**src/rtl/types_pkg.sv**
```systemverilog
// Shared types for the issue stage: FU tags, entry states and table records.
package types_pkg;

  localparam int unsigned NUM_FU   = 3;
  localparam int unsigned NUM_REGS = 32;

  // FuNone doubles as the "operand ready" tag in Qj/Qk.
  typedef enum logic [1:0] {
    FuAlu    = 2'd0,
    FuLdst   = 2'd1,
    FuBranch = 2'd2,
    FuNone   = 2'd3
  } fu_t;

  typedef enum logic [1:0] {
    StIdle,
    StWait,
    StIssued
  } fust_state_e;

  typedef struct packed {
    fust_state_e state;
    logic [31:0] instr;
    logic [4:0]  rd;
    logic [4:0]  rs;
    logic [4:0]  rt;
    fu_t         qj;
    fu_t         qk;
  } fust_entry_t;

  typedef struct packed {
    logic busy;
    fu_t  fu;
  } rst_entry_t;

  localparam fust_entry_t FustReset = '{
    state: StIdle, instr: 32'd0, rd: 5'd0, rs: 5'd0, rt: 5'd0, qj: FuNone, qk: FuNone
  };
  localparam rst_entry_t RstReset = '{busy: 1'b0, fu: FuAlu};

endpackage

```
**src/rtl/issue_select.sv**
```systemverilog
// Fixed-priority issue arbiter: BRANCH over LDST over ALU.
module issue_select
  import types_pkg::*;
(
  input  logic [NUM_FU-1:0] issuable,
  input  logic [NUM_FU-1:0] fu_ready,
  output logic [NUM_FU-1:0] grant
);

  logic [NUM_FU-1:0] req;

  // One-hot grant to the highest-priority issuable entry whose FU can accept
  always_comb begin
    req   = issuable & fu_ready;
    grant = '0;
    if (req[2])      grant = 3'b100;
    else if (req[1]) grant = 3'b010;
    else if (req[0]) grant = 3'b001;
  end

endmodule

```
**src/rtl/issue.sv**
```systemverilog
// Issue stage: one reservation entry per FU plus a register result-status table.
module issue
  import types_pkg::*;
(
  input  logic                CLK,
  input  logic                nRST,
  input  logic                flush,
  input  logic                freeze,
  input  logic                di_valid,
  input  logic [1:0]          di_fu,
  input  logic [4:0]          di_rd,
  input  logic [4:0]          di_rs,
  input  logic [4:0]          di_rt,
  input  logic                di_regwrite,
  input  logic [31:0]         di_instr,
  input  logic [NUM_FU-1:0]   fu_ready,
  input  logic                wb_valid,
  input  logic [1:0]          wb_fu,
  output logic [NUM_FU-1:0]   fust_busy,
  output logic [NUM_REGS-1:0] rst_busy,
  output logic                is_valid,
  output logic [1:0]          is_fu,
  output logic [31:0]         is_instr,
  output logic [4:0]          is_rs,
  output logic [4:0]          is_rt
);

  fust_entry_t fust_q [NUM_FU];
  fust_entry_t fust_d [NUM_FU];
  rst_entry_t  rst_q  [NUM_REGS];
  rst_entry_t  rst_d  [NUM_REGS];

  logic [NUM_FU-1:0] issuable;
  logic [NUM_FU-1:0] grant;
  logic              wb_hit;
  logic              entry_idle;
  logic              accept;

  // A source whose producer completes this cycle is captured as ready
  function automatic fu_t src_tag(input rst_entry_t e, input logic hit, input logic [1:0] wfu);
    if (e.busy && !(hit && e.fu == fu_t'(wfu))) return e.fu;
    return FuNone;
  endfunction

  // Status views of the tables and the accept / writeback qualifiers
  always_comb begin
    wb_hit     = 1'b0;
    entry_idle = 1'b0;
    for (int unsigned f = 0; f < NUM_FU; f++) begin
      fust_busy[f] = (fust_q[f].state != StIdle);
      issuable[f]  = (fust_q[f].state == StWait) && (fust_q[f].qj == FuNone) &&
                     (fust_q[f].qk == FuNone);
      if (wb_valid && wb_fu == 2'(f) && fust_q[f].state == StIssued) wb_hit = 1'b1;
      if (di_fu == 2'(f) && fust_q[f].state == StIdle) entry_idle = 1'b1;
    end
    for (int unsigned r = 0; r < NUM_REGS; r++) rst_busy[r] = rst_q[r].busy;
    accept = di_valid && !freeze && !flush && entry_idle &&
             !(di_regwrite && rst_q[di_rd].busy);
  end

  issue_select u_select (
    .issuable (issuable),
    .fu_ready (fu_ready),
    .grant    (grant)
  );

  // Issue port; flush also suppresses issue so a discarded entry is never launched
  always_comb begin
    is_valid = (|grant) && !freeze && !flush;
    is_fu    = '0;
    is_instr = '0;
    is_rs    = '0;
    is_rt    = '0;
    for (int unsigned f = 0; f < NUM_FU; f++) begin
      if (is_valid && grant[f]) begin
        is_fu    = 2'(f);
        is_instr = fust_q[f].instr;
        is_rs    = fust_q[f].rs;
        is_rt    = fust_q[f].rt;
      end
    end
  end

  // Next state: writeback, then issue, then flush, then dispatch capture
  always_comb begin
    fust_d = fust_q;
    rst_d  = rst_q;
    if (wb_hit) begin
      for (int unsigned f = 0; f < NUM_FU; f++) begin
        if (wb_fu == 2'(f)) fust_d[f].state = StIdle;
        if (fust_q[f].qj == fu_t'(wb_fu)) fust_d[f].qj = FuNone;
        if (fust_q[f].qk == fu_t'(wb_fu)) fust_d[f].qk = FuNone;
      end
      for (int unsigned r = 0; r < NUM_REGS; r++) begin
        if (rst_q[r].fu == fu_t'(wb_fu)) rst_d[r].busy = 1'b0;
      end
    end
    if (is_valid) begin
      for (int unsigned f = 0; f < NUM_FU; f++) begin
        if (grant[f]) fust_d[f].state = StIssued;
      end
    end
    if (flush) begin
      for (int unsigned f = 0; f < NUM_FU; f++) begin
        if (fust_q[f].state == StWait) begin
          fust_d[f].state = StIdle;
          for (int unsigned r = 0; r < NUM_REGS; r++) begin
            if (rst_q[r].busy && rst_q[r].fu == fu_t'(2'(f))) rst_d[r].busy = 1'b0;
          end
        end
      end
    end
    if (accept) begin
      for (int unsigned f = 0; f < NUM_FU; f++) begin
        if (di_fu == 2'(f)) begin
          fust_d[f] = '{
            state: StWait, instr: di_instr, rd: di_rd, rs: di_rs, rt: di_rt,
            qj: src_tag(rst_q[di_rs], wb_hit, wb_fu),
            qk: src_tag(rst_q[di_rt], wb_hit, wb_fu)
          };
        end
      end
      if (di_regwrite && di_rd != 5'd0) rst_d[di_rd] = '{busy: 1'b1, fu: fu_t'(di_fu)};
    end
  end

  // State registers with asynchronous reset
  always_ff @(posedge CLK or negedge nRST) begin
    if (!nRST) begin
      for (int unsigned f = 0; f < NUM_FU; f++) fust_q[f] <= FustReset;
      for (int unsigned r = 0; r < NUM_REGS; r++) rst_q[r] <= RstReset;
    end else begin
      fust_q <= fust_d;
      rst_q  <= rst_d;
    end
  end

endmodule

```
**config.mk**
```make
export PLATFORM = sky130hd
export DESIGN_NAME = issue
export DESIGN_NICKNAME = d
export VERILOG_FILES = /design/src/rtl/types_pkg.sv /design/src/rtl/issue_select.sv /design/src/rtl/issue.sv
export SDC_FILE = /design/constraint.sdc
export NUM_CORES = 1
export LEC_CHECK = 0
export CAP_MARGIN = 20
export CORE_UTILIZATION = 63
export CTS_CLUSTER_SIZE = 20
export DETAILED_ROUTE_END_ITERATION = 8
export GPL_ROUTABILITY_DRIVEN = 0
export PLACE_DENSITY = 0.84
export SLEW_MARGIN = 20
export SYNTH_ARGS = -nofsm -noshare
export SYNTH_HDL_FRONTEND = slang
export SYNTH_SLANG_ARGS = --single-unit
```
**constraint.sdc**
```tcl
create_clock -name CLK -period 7.21 [get_ports CLK]
set_input_delay 1.442 -clock CLK [delete_from_list [all_inputs] [get_ports CLK]]
set_output_delay 1.442 -clock CLK [all_outputs]
set_load 0.01 [all_outputs]
```
==> impl_metrics.prom, run 1 <==
# TYPE chip_impl_metric gauge
chip_impl_info{name="outcome",value="completed"} 1
chip_impl_metric{name="post_synth_edffs",unit=""} 0
chip_impl_metric{name="total_cts_buffers",unit=""} 26
chip_impl_metric{name="number_of_max_slew_violations_in_the_final_report",unit=""} 0
chip_impl_metric{name="max_freq",unit="MHz"} 176.4
chip_impl_metric{name="detailedPlacementHpwl",unit="um"} 25580
chip_impl_metric{name="finalHoldViolations",unit=""} 0
chip_impl_info{name="setup_repair_after_global_routing_missed_its_margin",value="no"} 1
chip_impl_metric{name="clock_sink_count",unit=""} 240
chip_impl_info{name="ctsRootBufferMaster",value="clkbuf_16"} 1
chip_impl_metric{name="synthesis.yosys.warnings",unit=""} 0
chip_impl_metric{name="die_width",unit="um"} 152.9
chip_impl_metric{name="ys_async_sr_fraction",unit=""} 1.000
chip_impl_metric{name="p_leak",unit="uW"} 0.007340
chip_impl_metric{name="antenna_cells",unit=""} 0
chip_impl_metric{name="floorplan.die_area",unit="mm^2"} 0.02339
chip_impl_metric{name="yosysUniqueCellTypes",unit=""} 58
chip_impl_info{name="tritoncts_clock_tree",value="yes"} 1
chip_impl_metric{name="total_number_of_nets_in_the_final_design",unit=""} 1352
chip_impl_metric{name="grt_overall_usage",unit=""} 0.3434
chip_impl_metric{name="clkTransAtPathRegs",unit="ps"} 60
chip_impl_info{name="setup.worst_path.start_class",value="input pin"} 1
chip_impl_metric{name="grt_use_met1",unit=""} 0.4607
chip_impl_info{name="timing.critical_path.to_type",value="output port"} 1
chip_impl_info{name="path_class",value="in -> out"} 1
chip_impl_metric{name="post-route-period-util",unit=""} 0.7864
chip_impl_metric{name="initial_utilization",unit=""} 0.6496
chip_impl_info{name="synth_commonest_cells",value="228 x dfrtp_1, 98 x mux2_2, 93 x mux2_1"} 1
chip_impl_metric{name="worst_ep_arrival_time",unit="ps"} 4230
chip_impl_metric{name="area_delta_synth_final",unit="%"} 14.45
chip_impl_info{name="post-synth-top-count-cell",value="dfrtp_1"} 1
chip_impl_metric{name="post-route-util",unit=""} 0.7435
chip_impl_metric{name="post_synth.cell_area_avg",unit="um^2"} 11.57
chip_impl_metric{name="max-clock-path-buffers",unit=""} 3
chip_impl_metric{name="drt-wirelength-per-cell",unit="um"} 25.00
chip_impl_metric{name="grt_use_met2",unit=""} 0.5574
chip_impl_metric{name="fillerInstances",unit=""} 1458
chip_impl_metric{name="grt_antenna_before_repair",unit=""} 0
chip_impl_metric{name="grt_start_max_net_pins",unit=""} 126
chip_impl_metric{name="critical_path_peak_fanout",unit=""} 45
chip_impl_metric{name="remaining_drc_errors",unit=""} 0
chip_impl_metric{name="worst_slew_margin_rel",unit=""} 0.3026
chip_impl_metric{name="timing.setup.tns",unit="ps"} 0
chip_impl_metric{name="boundaryPins",unit=""} 141
chip_impl_metric{name="wl",unit="um"} 39780
chip_impl_metric{name="worst_skew_pair.late_latency",unit="ps"} 530
chip_impl_metric{name="rows",unit=""} 54
chip_impl_info{name="worstHoldPathType",value="reg -> reg"} 1
chip_impl_metric{name="worst_slew_pin_slew",unit="ps"} 1046
chip_impl_metric{name="first_iter_violations",unit=""} 1369
chip_impl_info{name="synth_largest_area_cell",value="dfrtp_1"} 1
chip_impl_metric{name="globalRoute.totalOverflow",unit=""} 0
chip_impl_metric{name="vdd_drop_max",unit="mV"} 0.1677
chip_impl_metric{name="core_box_area",unit="mm^2"} 0.02209
chip_impl_metric{name="synth_top_area_frac",unit=""} 0.3975
chip_impl_metric{name="timing.final.setup_violations",unit=""} 0
chip_impl_metric{name="ctsHoldBuffers",unit=""} 0
chip_impl_metric{name="drt_pre_antenna_iters",unit=""} 6
chip_impl_metric{name="post_drt_via_cell_ratio",unit=""} 6.858
chip_impl_metric{name="ys_seq_elements",unit=""} 240
chip_impl_metric{name="post_cts_setup_buffers",unit=""} 0
chip_impl_metric{name="detailroute.via_count",unit=""} 10910
chip_impl_metric{name="mappedNetlistArea",unit="mm^2"} 0.01435
chip_impl_metric{name="post_cts.resized_instances",unit=""} 0
chip_impl_metric{name="fin_skew",unit="ps"} 9.864
chip_impl_info{name="synth-main-ff-cell",value="dfrtp_1"} 1
chip_impl_metric{name="post-route-min-period",unit="ps"} 5670
chip_impl_metric{name="drive_above_1_share",unit=""} 0.1930
chip_impl_metric{name="die_h",unit="um"} 152.9
chip_impl_metric{name="syn-num-nets",unit=""} 1302
chip_impl_metric{name="register_area_share_after_synthesis",unit=""} 0.4195
chip_impl_metric{name="drtAntennaViolNets",unit=""} 0
chip_impl_metric{name="power_density_cells",unit="mW/mm^2"} 215.0
chip_impl_info{name="synth_area_leaders",value="dfrtp_1 40%, mux2_2 7.7%, mux2_1 7.3%"} 1
chip_impl_metric{name="worst-endpoint-required",unit="ps"} 5770
chip_impl_metric{name="maxCapViolations",unit=""} 0
chip_impl_metric{name="grtUsageMet3",unit=""} 0.05103
chip_impl_metric{name="synthCells",unit=""} 1241
chip_impl_metric{name="wire_length_of_the_first_global_routing_pass",unit="um"} 62760
chip_impl_metric{name="h_tree_levels",unit=""} 1
chip_impl_metric{name="number_of_global_route_vias_before_repair",unit=""} 10940
chip_impl_metric{name="portBuffers",unit=""} 140
chip_impl_info{name="grt.busiest_layer",value="met2"} 1
==> metrics by stage <==
step | instances | hold slack [ps] | instance area, um^2 | setup WS (ps) | power (uW)
floorplan | 1241 | 457.0 | 14350 | 3015 | 1947
global placement | 1543 | 465.5 | 15510 | 1714 | 2098
detailed placement | 1543 | 474.9 | 15510 | 1604 | 2128
CTS | 1591 | 489.4 | 16430 | 1587 | 3546
global route | 1591 | 502.0 | 16430 | 1458 | 3654
finish | 1591 | 487.0 | 16430 | 1540 | 3532
==> layout make-up <==
class | count | area [um^2] | area share
Inverter | 30 | 112.6 | 0.006855
Multi-Input combinational cell | 838 | 7525 | 0.4581
Tap cell | 280 | 350.3 | 0.02133
Clock buffer | 42 | 802.0 | 0.04882
Sequential cell | 240 | 6021 | 0.3665
Timing Repair Buffer | 155 | 1506 | 0.09171
Clock inverter | 6 | 110.1 | 0.006703
==> cell usage in the layout (no fill, tap or decap), types with 5 or more instances in the layout <==
cell type	count
a31oi_1	5
o21ai_0	35
nor3_1	8
clkbuf_16	27
and3b_1	6
o311ai_0	21
mux2_2	98
dfrtp_1	228
clkbuf_8	7
clkbuf_1	8
nor4_2	10
mux2i_1	83
nor2b_1	16
a22oi_1	26
buf_2	5
inv_1	30
mux4_2	41
buf_4	14
mux2_1	93
nor3b_1	34
nand2b_1	9
dfstp_2	12
and2_1	5
nand3_1	9
clkdlybuf4s50_1	134
a21oi_1	22
a31o_2	10
or4_1	5
nor2_1	44
nand2_1	69
nand4_1	16
xnor2_1	12
a222oi_1	25
or3_1	14
xor2_1	64
==> cells by family (layout without fill, tap and decap cells) <==
group	after synthesis	count (layout)	synth area share
AND/OR/NAND/NOR	269	269	0.1067
XOR/XNOR	76	76	0.04638
multiplexers	315	315	0.2721
buffers and inverters	163	233	0.05876
flip-flops	240	240	0.4195
AO/OA/AOI/OAI	178	178	0.09659
==> per-layer routing <==
metal / share of wire / up-vias / routed length (um)
met5: 0 / - / 0
met4: 0.042 / 0 / 1664
met3: 0.083 / 113 / 3302
met2: 0.48 / 634 / 18920
li1: - / 4669 / -
met1: 0.40 / 5495 / 15890
==> final timing paths <==
check | startpoint | cells past startpoint | end | slack (ps)
setup / recovery | flush | 7 | is_rt[0] | 1540
hold / removal | fust_q[12] | 1 | fust_q[12] | 490
setup reg to reg | rst_busy[1] | 7 | fust_q[98] | 3810
hold reg to reg | fust_q[12] | 1 | fust_q[12] | 490
max in group asynchronous | nRST | 2 | fust_q[95] | 4730
min in group asynchronous | nRST | 1 | fust_q[20] | 990
==> critical path, cell delays in order <==
cell	delay (ps)
clkdlybuf4s50_1	410
buf_4	280
nor2_1	260
and3_2	840
a22oi_1	250
nand2_1	150
clkdlybuf4s50_1	550
==> where the power goes <==
group | switching (uW) | internal [uW]
clock network | 547 | 865
registers | 133 | 1540
logic | 221 | 223
(Power assumes the default switching activity.)
==> inputs of run 2 (changes only) <==
--- a/config.mk
+++ b/config.mk
@@ -6,11 +6,11 @@
 export NUM_CORES = 1
 export LEC_CHECK = 0
 export CAP_MARGIN = 20
-export CORE_UTILIZATION = 63
+export CORE_UTILIZATION = 53
 export CTS_CLUSTER_SIZE = 20
 export DETAILED_ROUTE_END_ITERATION = 8
 export GPL_ROUTABILITY_DRIVEN = 0
-export PLACE_DENSITY = 0.84
+export PLACE_DENSITY = 0.75
 export SLEW_MARGIN = 20
 export SYNTH_ARGS = -nofsm -noshare
 export SYNTH_HDL_FRONTEND = slang
==> constraint.sdc (replaced) <==
create_clock -name CLK -period 4.7 [get_ports CLK]
set_input_delay 0.94 -clock CLK [delete_from_list [all_inputs] [get_ports CLK]]
set_output_delay 0.94 -clock CLK [all_outputs]
set_load 0.01 [all_outputs]
==> impl_metrics.prom, run 2 (same netlist as run 1, synthesis figures left out) <==
# TYPE chip_impl_metric gauge
chip_impl_info{name="outcome",value="finished, violations left"} 1
chip_impl_info{name="violations",value="design-rule violations"} 1
chip_impl_metric{name="grt_overall_usage",unit=""} 0.2922
chip_impl_metric{name="worst-endpoint-required",unit="ps"} 3760
chip_impl_metric{name="power_density_cells",unit="mW/mm^2"} 322.2
chip_impl_metric{name="globalRoute.totalOverflow",unit=""} 0
chip_impl_info{name="worstHoldPathType",value="in -> async"} 1
chip_impl_metric{name="worst_slew_margin_rel",unit=""} 0.3020
chip_impl_metric{name="grt_start_max_net_pins",unit=""} 114
chip_impl_metric{name="remaining_drc_errors",unit=""} 18
chip_impl_metric{name="grtUsageMet3",unit=""} 0.04491
chip_impl_metric{name="total_cts_buffers",unit=""} 26
chip_impl_metric{name="h_tree_levels",unit=""} 1
chip_impl_info{name="setup_repair_after_global_routing_missed_its_margin",value="no"} 1
chip_impl_metric{name="drive_above_1_share",unit=""} 0.2005
chip_impl_metric{name="drt_pre_antenna_iters",unit=""} 9
chip_impl_metric{name="grt_use_met2",unit=""} 0.4558
chip_impl_metric{name="power.sequential.fraction",unit=""} 0.476
chip_impl_metric{name="critical_path_peak_fanout",unit=""} 44
chip_impl_info{name="critical_path_most_common_cell",value="clkdlybuf4s50_1"} 1
chip_impl_metric{name="first_iter_violations",unit=""} 1114
chip_impl_metric{name="core_box_area",unit="mm^2"} 0.02628
chip_impl_info{name="ctsRootBufferMaster",value="clkbuf_16"} 1
chip_impl_metric{name="maxCapViolations",unit=""} 0
chip_impl_info{name="path_cells",value="clkdlybuf4s50_1 -> and3_1 -> a21oi_1 -> and3_2 -> a222oi_1 -> inv_1 -> clkdlybuf4s50_1"} 1
chip_impl_metric{name="area_delta_synth_final",unit="%"} 15.95
chip_impl_metric{name="worst_ep_arrival_time",unit="ps"} 3400
chip_impl_metric{name="worst_slew_pin_slew",unit="ps"} 1043
chip_impl_metric{name="p_comb_frac",unit=""} 0.128
chip_impl_metric{name="number_of_max_slew_violations_in_the_final_report",unit=""} 0
chip_impl_metric{name="worst_skew_pair.late_latency",unit="ps"} 540
chip_impl_metric{name="boundaryPins",unit=""} 141
chip_impl_metric{name="crit_buf_inv",unit=""} 3
chip_impl_metric{name="fin_skew",unit="ps"} 11.06
chip_impl_metric{name="grt_use_met1",unit=""} 0.4078
chip_impl_metric{name="drt-wirelength-per-cell",unit="um"} 24.18
chip_impl_info{name="crit_slowest_cell",value="and3_2"} 1
chip_impl_metric{name="max_freq",unit="MHz"} 230.2
chip_impl_info{name="tritoncts_clock_tree",value="yes"} 1
chip_impl_metric{name="pwr-share-clk",unit=""} 0.396
chip_impl_metric{name="post_route_total_power",unit="uW"} 5363
chip_impl_metric{name="timing.setup.tns",unit="ps"} 0
chip_impl_metric{name="max-clock-path-buffers",unit=""} 3
chip_impl_metric{name="clock_sink_count",unit=""} 240
chip_impl_metric{name="die_width",unit="um"} 166.6
chip_impl_metric{name="clkTransAtPathRegs",unit="ps"} 60
chip_impl_metric{name="post_cts_setup_buffers",unit=""} 0
chip_impl_metric{name="wl",unit="um"} 40060
chip_impl_metric{name="number_of_global_route_vias_before_repair",unit=""} 10750
chip_impl_info{name="setup.worst_path.start_class",value="input pin"} 1
chip_impl_metric{name="post-route-util",unit=""} 0.6333
chip_impl_info{name="timing.critical_path.to_type",value="output port"} 1
chip_impl_metric{name="post-route-min-period",unit="ps"} 4345
chip_impl_metric{name="wire_length_of_the_first_global_routing_pass",unit="um"} 63580
chip_impl_metric{name="finalHoldViolations",unit=""} 0
chip_impl_metric{name="total_number_of_nets_in_the_final_design",unit=""} 1364
chip_impl_metric{name="power.net_switching",unit="uW"} 1349
chip_impl_metric{name="stdcell_count",unit=""} 1657
chip_impl_metric{name="antenna_cells",unit=""} 0
chip_impl_metric{name="post-route-period-util",unit=""} 0.9245
chip_impl_info{name="mostFrequentLayoutCells",value="228 x dfrtp_1, 134 x clkdlybuf4s50_1, 98 x mux2_2"} 1
chip_impl_metric{name="grt_antenna_before_repair",unit=""} 0
chip_impl_metric{name="netSwitchingFraction",unit=""} 0.2515
chip_impl_metric{name="cp_slowest_stage_delay",unit="ps"} 840
chip_impl_info{name="final_common_cell",value="dfrtp_1"} 1
chip_impl_metric{name="post-place-cells",unit=""} 1610
chip_impl_metric{name="drtAntennaViolNets",unit=""} 0
chip_impl_metric{name="fillerInstances",unit=""} 2042
chip_impl_metric{name="die_h",unit="um"} 166.6
chip_impl_metric{name="vdd_drop_max",unit="mV"} 0.2472
chip_impl_metric{name="floorplan.die_area",unit="mm^2"} 0.02774
chip_impl_metric{name="ctsHoldBuffers",unit=""} 0
chip_impl_metric{name="post_cts.resized_instances",unit=""} 0
chip_impl_metric{name="internal-power",unit="uW"} 4014
chip_impl_metric{name="post_drt_via_cell_ratio",unit=""} 6.511
chip_impl_metric{name="detailedPlacementHpwl",unit="um"} 26810
chip_impl_info{name="grt.busiest_layer",value="met2"} 1
chip_impl_metric{name="timing.final.setup_violations",unit=""} 0
chip_impl_metric{name="rows",unit=""} 59
chip_impl_info{name="path_delay_family",value="buffers and inverters"} 1
chip_impl_metric{name="portBuffers",unit=""} 140
chip_impl_metric{name="detailroute.via_count",unit=""} 10790
chip_impl_metric{name="initial_utilization",unit=""} 0.5461
chip_impl_metric{name="p_leak",unit="uW"} 0.007425
chip_impl_info{name="path_class",value="in -> out"} 1
-- run 2: cell types whose count changed in the layout (fill, tap and decap cells not counted), sizes merged --
cell	previous run	this run
buf	21	33
clkinvlp	2	0
bufinv	3	2
clkbuf	42	43
clkinv	1	2
-- run 2: final cells by class --
cell class	instances	area, um^2	share of cell area
Timing Repair Buffer	167	1672	0.1004
Clock buffer	43	824.5	0.04955
Multi-Input combinational cell	838	7512	0.4514
Clock inverter	4	81.33	0.004887
Tap cell	335	419.2	0.02519
Sequential cell	240	6021	0.3618
Inverter	30	112.6	0.006766
-- run 2: worst paths after layout --
| kind | slack (ps) | start | endpoint | depth (start not counted) |
|---|---|---|---|---|
| max reg2reg | 1710 | rst_busy[9] | fust_q[35] | 7 |
| min | 420 | nRST | fust_q[72] | 1 |
| min reg2reg | 490 | fust_q[114] | fust_q[114] | 1 |
| max | 360 | fu_ready[2] | is_rs[1] | 7 |
| min in group CLK | 490 | fust_q[114] | fust_q[114] | 1 |
| max in group asynchronous | 3120 | nRST | rst_busy[27] | 2 |
-- run 2: per-stage QoR --
| stage | area [um^2] | hold slack (ps) | setup WS (ps) |
|---|---|---|---|
| 5_1_grt | 16640 | 492.0 | 198.6 |
| 3_3_place_gp | 15740 | 465.6 | 432.6 |
| 6_report | 16640 | 420.9 | 355.0 |
| 4_1_cts | 16640 | 487.4 | 388.9 |
| 3_5_place_dp | 15740 | 474.8 | 394.9 |
| 2_1_floorplan | 14350 | 457.0 | 1327 |
-- run 2: layer usage --
metal  vias up  wire, um
li1       4697         -
met5         -         0
met3       108      3317
met2       575     18380
met4         0      1649
met1      5408     16720
-- run 2: power groups by stage --
stage          sequential [uW]  combinational [uW]  clock (uW)
2_1_floorplan             2520                 466           0
3_3_place_gp              2570                 657           0
3_5_place_dp              2580                 681           0
4_1_cts                   2550                 686        2160
5_1_grt                   2590                 749        2240
6_report                  2550                 685        2120
==> inputs of run 3 (changes only) <==
--- a/config.mk
+++ b/config.mk
@@ -6,11 +6,12 @@
 export NUM_CORES = 1
 export LEC_CHECK = 0
 export CAP_MARGIN = 20
-export CORE_UTILIZATION = 53
+export CORE_UTILIZATION = 54
+export CTS_BUF_LIST = sky130_fd_sc_hd__clkbuf_4
 export CTS_CLUSTER_SIZE = 20
 export DETAILED_ROUTE_END_ITERATION = 8
 export GPL_ROUTABILITY_DRIVEN = 0
-export PLACE_DENSITY = 0.75
+export PLACE_DENSITY = 0.76
 export SLEW_MARGIN = 20
 export SYNTH_ARGS = -nofsm -noshare
 export SYNTH_HDL_FRONTEND = slang
==> impl_metrics.prom, run 3 (same netlist as run 1, synthesis figures left out) <==
# TYPE chip_impl_metric gauge
chip_impl_metric{name="max_freq",unit="MHz"} 230.4
chip_impl_info{name="worstHoldPathType",value="in -> async"} 1
chip_impl_metric{name="die_width",unit="um"} 165.0
chip_impl_metric{name="wl",unit="um"} 39730
chip_impl_metric{name="boundaryPins",unit=""} 141
chip_impl_info{name="timing.critical_path.to_type",value="output port"} 1
chip_impl_metric{name="die_h",unit="um"} 165.0
chip_impl_info{name="outcome",value="completed"} 1
chip_impl_info{name="setup.worst_path.start_class",value="input pin"} 1
chip_impl_metric{name="ctsHoldBuffers",unit=""} 0
chip_impl_metric{name="total_number_of_nets_in_the_final_design",unit=""} 1404
chip_impl_metric{name="detailedPlacementHpwl",unit="um"} 26260
chip_impl_metric{name="internal-power",unit="uW"} 3659
chip_impl_metric{name="post-route-min-period",unit="ps"} 4340
chip_impl_metric{name="cp_slowest_stage_delay",unit="ps"} 840
chip_impl_metric{name="first_iter_violations",unit=""} 890
chip_impl_metric{name="worst_ep_arrival_time",unit="ps"} 3400
chip_impl_metric{name="initial_utilization",unit=""} 0.5508
chip_impl_metric{name="detailroute.via_count",unit=""} 11000
chip_impl_metric{name="wire_length_of_the_first_global_routing_pass",unit="um"} 61600
chip_impl_metric{name="total_cts_buffers",unit=""} 66
chip_impl_metric{name="grt_antenna_before_repair",unit=""} 1
chip_impl_metric{name="fin_skew",unit="ps"} 75.49
chip_impl_metric{name="power_density_cells",unit="mW/mm^2"} 306.8
chip_impl_metric{name="number_of_global_route_vias_before_repair",unit=""} 10860
chip_impl_metric{name="timing.setup.tns",unit="ps"} 0
chip_impl_info{name="path_delay_family",value="buffers and inverters"} 1
chip_impl_metric{name="p_leak",unit="uW"} 0.007452
chip_impl_info{name="path_class",value="in -> out"} 1
chip_impl_metric{name="p_comb_frac",unit=""} 0.134
chip_impl_metric{name="crit_buf_inv",unit=""} 3
chip_impl_metric{name="worst_skew_pair.late_latency",unit="ps"} 710
chip_impl_metric{name="area_delta_synth_final",unit="%"} 15.26
chip_impl_metric{name="core_box_area",unit="mm^2"} 0.02606
chip_impl_metric{name="post_drt_via_cell_ratio",unit=""} 6.394
chip_impl_metric{name="post-route-util",unit=""} 0.6348
chip_impl_metric{name="clock_sink_count",unit=""} 240
chip_impl_metric{name="pwr-share-clk",unit=""} 0.363
chip_impl_metric{name="vdd_drop_max",unit="mV"} 0.2003
chip_impl_info{name="critical_path_most_common_cell",value="clkdlybuf4s50_1"} 1
chip_impl_metric{name="grt_overall_usage",unit=""} 0.2981
chip_impl_info{name="setup_repair_after_global_routing_missed_its_margin",value="no"} 1
chip_impl_info{name="final_common_cell",value="dfrtp_1"} 1
chip_impl_metric{name="worst_slew_pin_slew",unit="ps"} 1024
chip_impl_metric{name="rows",unit=""} 59
chip_impl_metric{name="portBuffers",unit=""} 140
chip_impl_metric{name="fillerInstances",unit=""} 2051
chip_impl_metric{name="whs",unit="ps"} 267.4
chip_impl_metric{name="drt_pre_antenna_iters",unit=""} 5
chip_impl_metric{name="timing.final.setup_violations",unit=""} 0
chip_impl_metric{name="stdcell_count",unit=""} 1720
chip_impl_info{name="crit_slowest_cell",value="and3_2"} 1
chip_impl_metric{name="post_cts_setup_buffers",unit=""} 0
chip_impl_metric{name="post-route-period-util",unit=""} 0.9234
chip_impl_info{name="mostFrequentLayoutCells",value="228 x dfrtp_1, 134 x clkdlybuf4s50_1, 98 x mux2_2"} 1
chip_impl_metric{name="globalRoute.totalOverflow",unit=""} 0
chip_impl_metric{name="number_of_max_slew_violations_in_the_final_report",unit=""} 0
chip_impl_metric{name="netSwitchingFraction",unit=""} 0.2790
chip_impl_metric{name="drtAntennaViolNets",unit=""} 0
chip_impl_metric{name="worst_slew_margin_rel",unit=""} 0.3148
chip_impl_info{name="path_cells",value="clkdlybuf4s50_1 -> and3_1 -> a21oi_1 -> and3_2 -> a222oi_1 -> inv_1 -> clkdlybuf4s50_1"} 1
chip_impl_metric{name="h_tree_levels",unit=""} 3
chip_impl_metric{name="post-place-cells",unit=""} 1610
chip_impl_metric{name="power.net_switching",unit="uW"} 1416
chip_impl_metric{name="worst-endpoint-required",unit="ps"} 3760
chip_impl_metric{name="power.sequential.fraction",unit=""} 0.503
chip_impl_metric{name="drt-wirelength-per-cell",unit="um"} 23.10
chip_impl_metric{name="max-clock-path-buffers",unit=""} 3
chip_impl_metric{name="clkTransAtPathRegs",unit="ps"} 60
chip_impl_metric{name="maxCapViolations",unit=""} 0
chip_impl_metric{name="remaining_drc_errors",unit=""} 0
chip_impl_info{name="tritoncts_clock_tree",value="yes"} 1
chip_impl_metric{name="critical_path_peak_fanout",unit=""} 44
chip_impl_metric{name="drive_above_1_share",unit=""} 0.2364
chip_impl_metric{name="floorplan.die_area",unit="mm^2"} 0.02723
chip_impl_metric{name="finalHoldViolations",unit=""} 0
chip_impl_metric{name="post_cts.resized_instances",unit=""} 0
chip_impl_info{name="ctsRootBufferMaster",value="clkbuf_4"} 1
chip_impl_metric{name="grt_start_max_net_pins",unit=""} 99
==> run 3: changes by cell type in the layout (fill, tap and decap cells not counted), sizes merged <==
| cell | change |
|---|---|
| diode | +2 |
| clkinv | +5 |
| clkinvlp | +2 |
| bufinv | -2 |
| clkbuf | +53 |
| inv | +3 |
==> run 3: layout make-up <==
cell class	instances	area, um^2	share of cell area
diodes	2	5.005	0.0003025
clock buffers	96	720.7	0.04357
clock inverters	12	80.08	0.004841
inverters	30	112.6	0.006807
well taps	335	419.2	0.02534
flip-flops and latches	240	6021	0.3640
repair buffers	167	1672	0.1011
multi-input cells	838	7512	0.4541
==> run 3: final timing paths <==
path	start	to	slack, ps	cells past startpoint
setup / recovery	fu_ready[2]	is_rs[4]	360	7
hold / removal	nRST	fust_q[72]	270	1
setup reg to reg	rst_busy[5]	fust_q[102]	1720	7
hold reg to reg	fust_q[6]	fust_q[6]	480	1
max in group asynchronous	nRST	fust_q[155]	3380	2
min in group CLK	fust_q[6]	fust_q[6]	480	1
==> run 3: power by group through the flow <==
stage | Clock (uW) | Sequential, uW | Combinational [uW]
2_1_floorplan | 0 | 2520 | 466
3_3_place_gp | 0 | 2570 | 656
3_5_place_dp | 0 | 2590 | 683
4_1_cts | 1890 | 2550 | 686
5_1_grt | 1990 | 2590 | 744
6_report | 1840 | 2550 | 682
==> run 3: metal layers <==
| layer | up-vias | share of wire | track usage |
|---|---|---|---|
| li1 | 4808 | - | - |
| met1 | 5540 | 0.41 | 0.3958 |
| met3 | 103 | 0.080 | 0.06228 |
| met5 | - | 0 | 0 |
| met2 | 546 | 0.47 | 0.4677 |
| met4 | 0 | 0.036 | 0.1376 |
==> run 3: per-stage QoR <==
step / instance area [um^2] / worst slack [ps] / total power (uW)
global route: 16540 / 173.0 / 5324
CTS: 16540 / 337.4 / 5126
detailed placement: 15740 / 343.9 / 3269
global placement: 15740 / 352.7 / 3227
finish: 16540 / 360.0 / 5075
floorplan: 14350 / 1327 / 2986
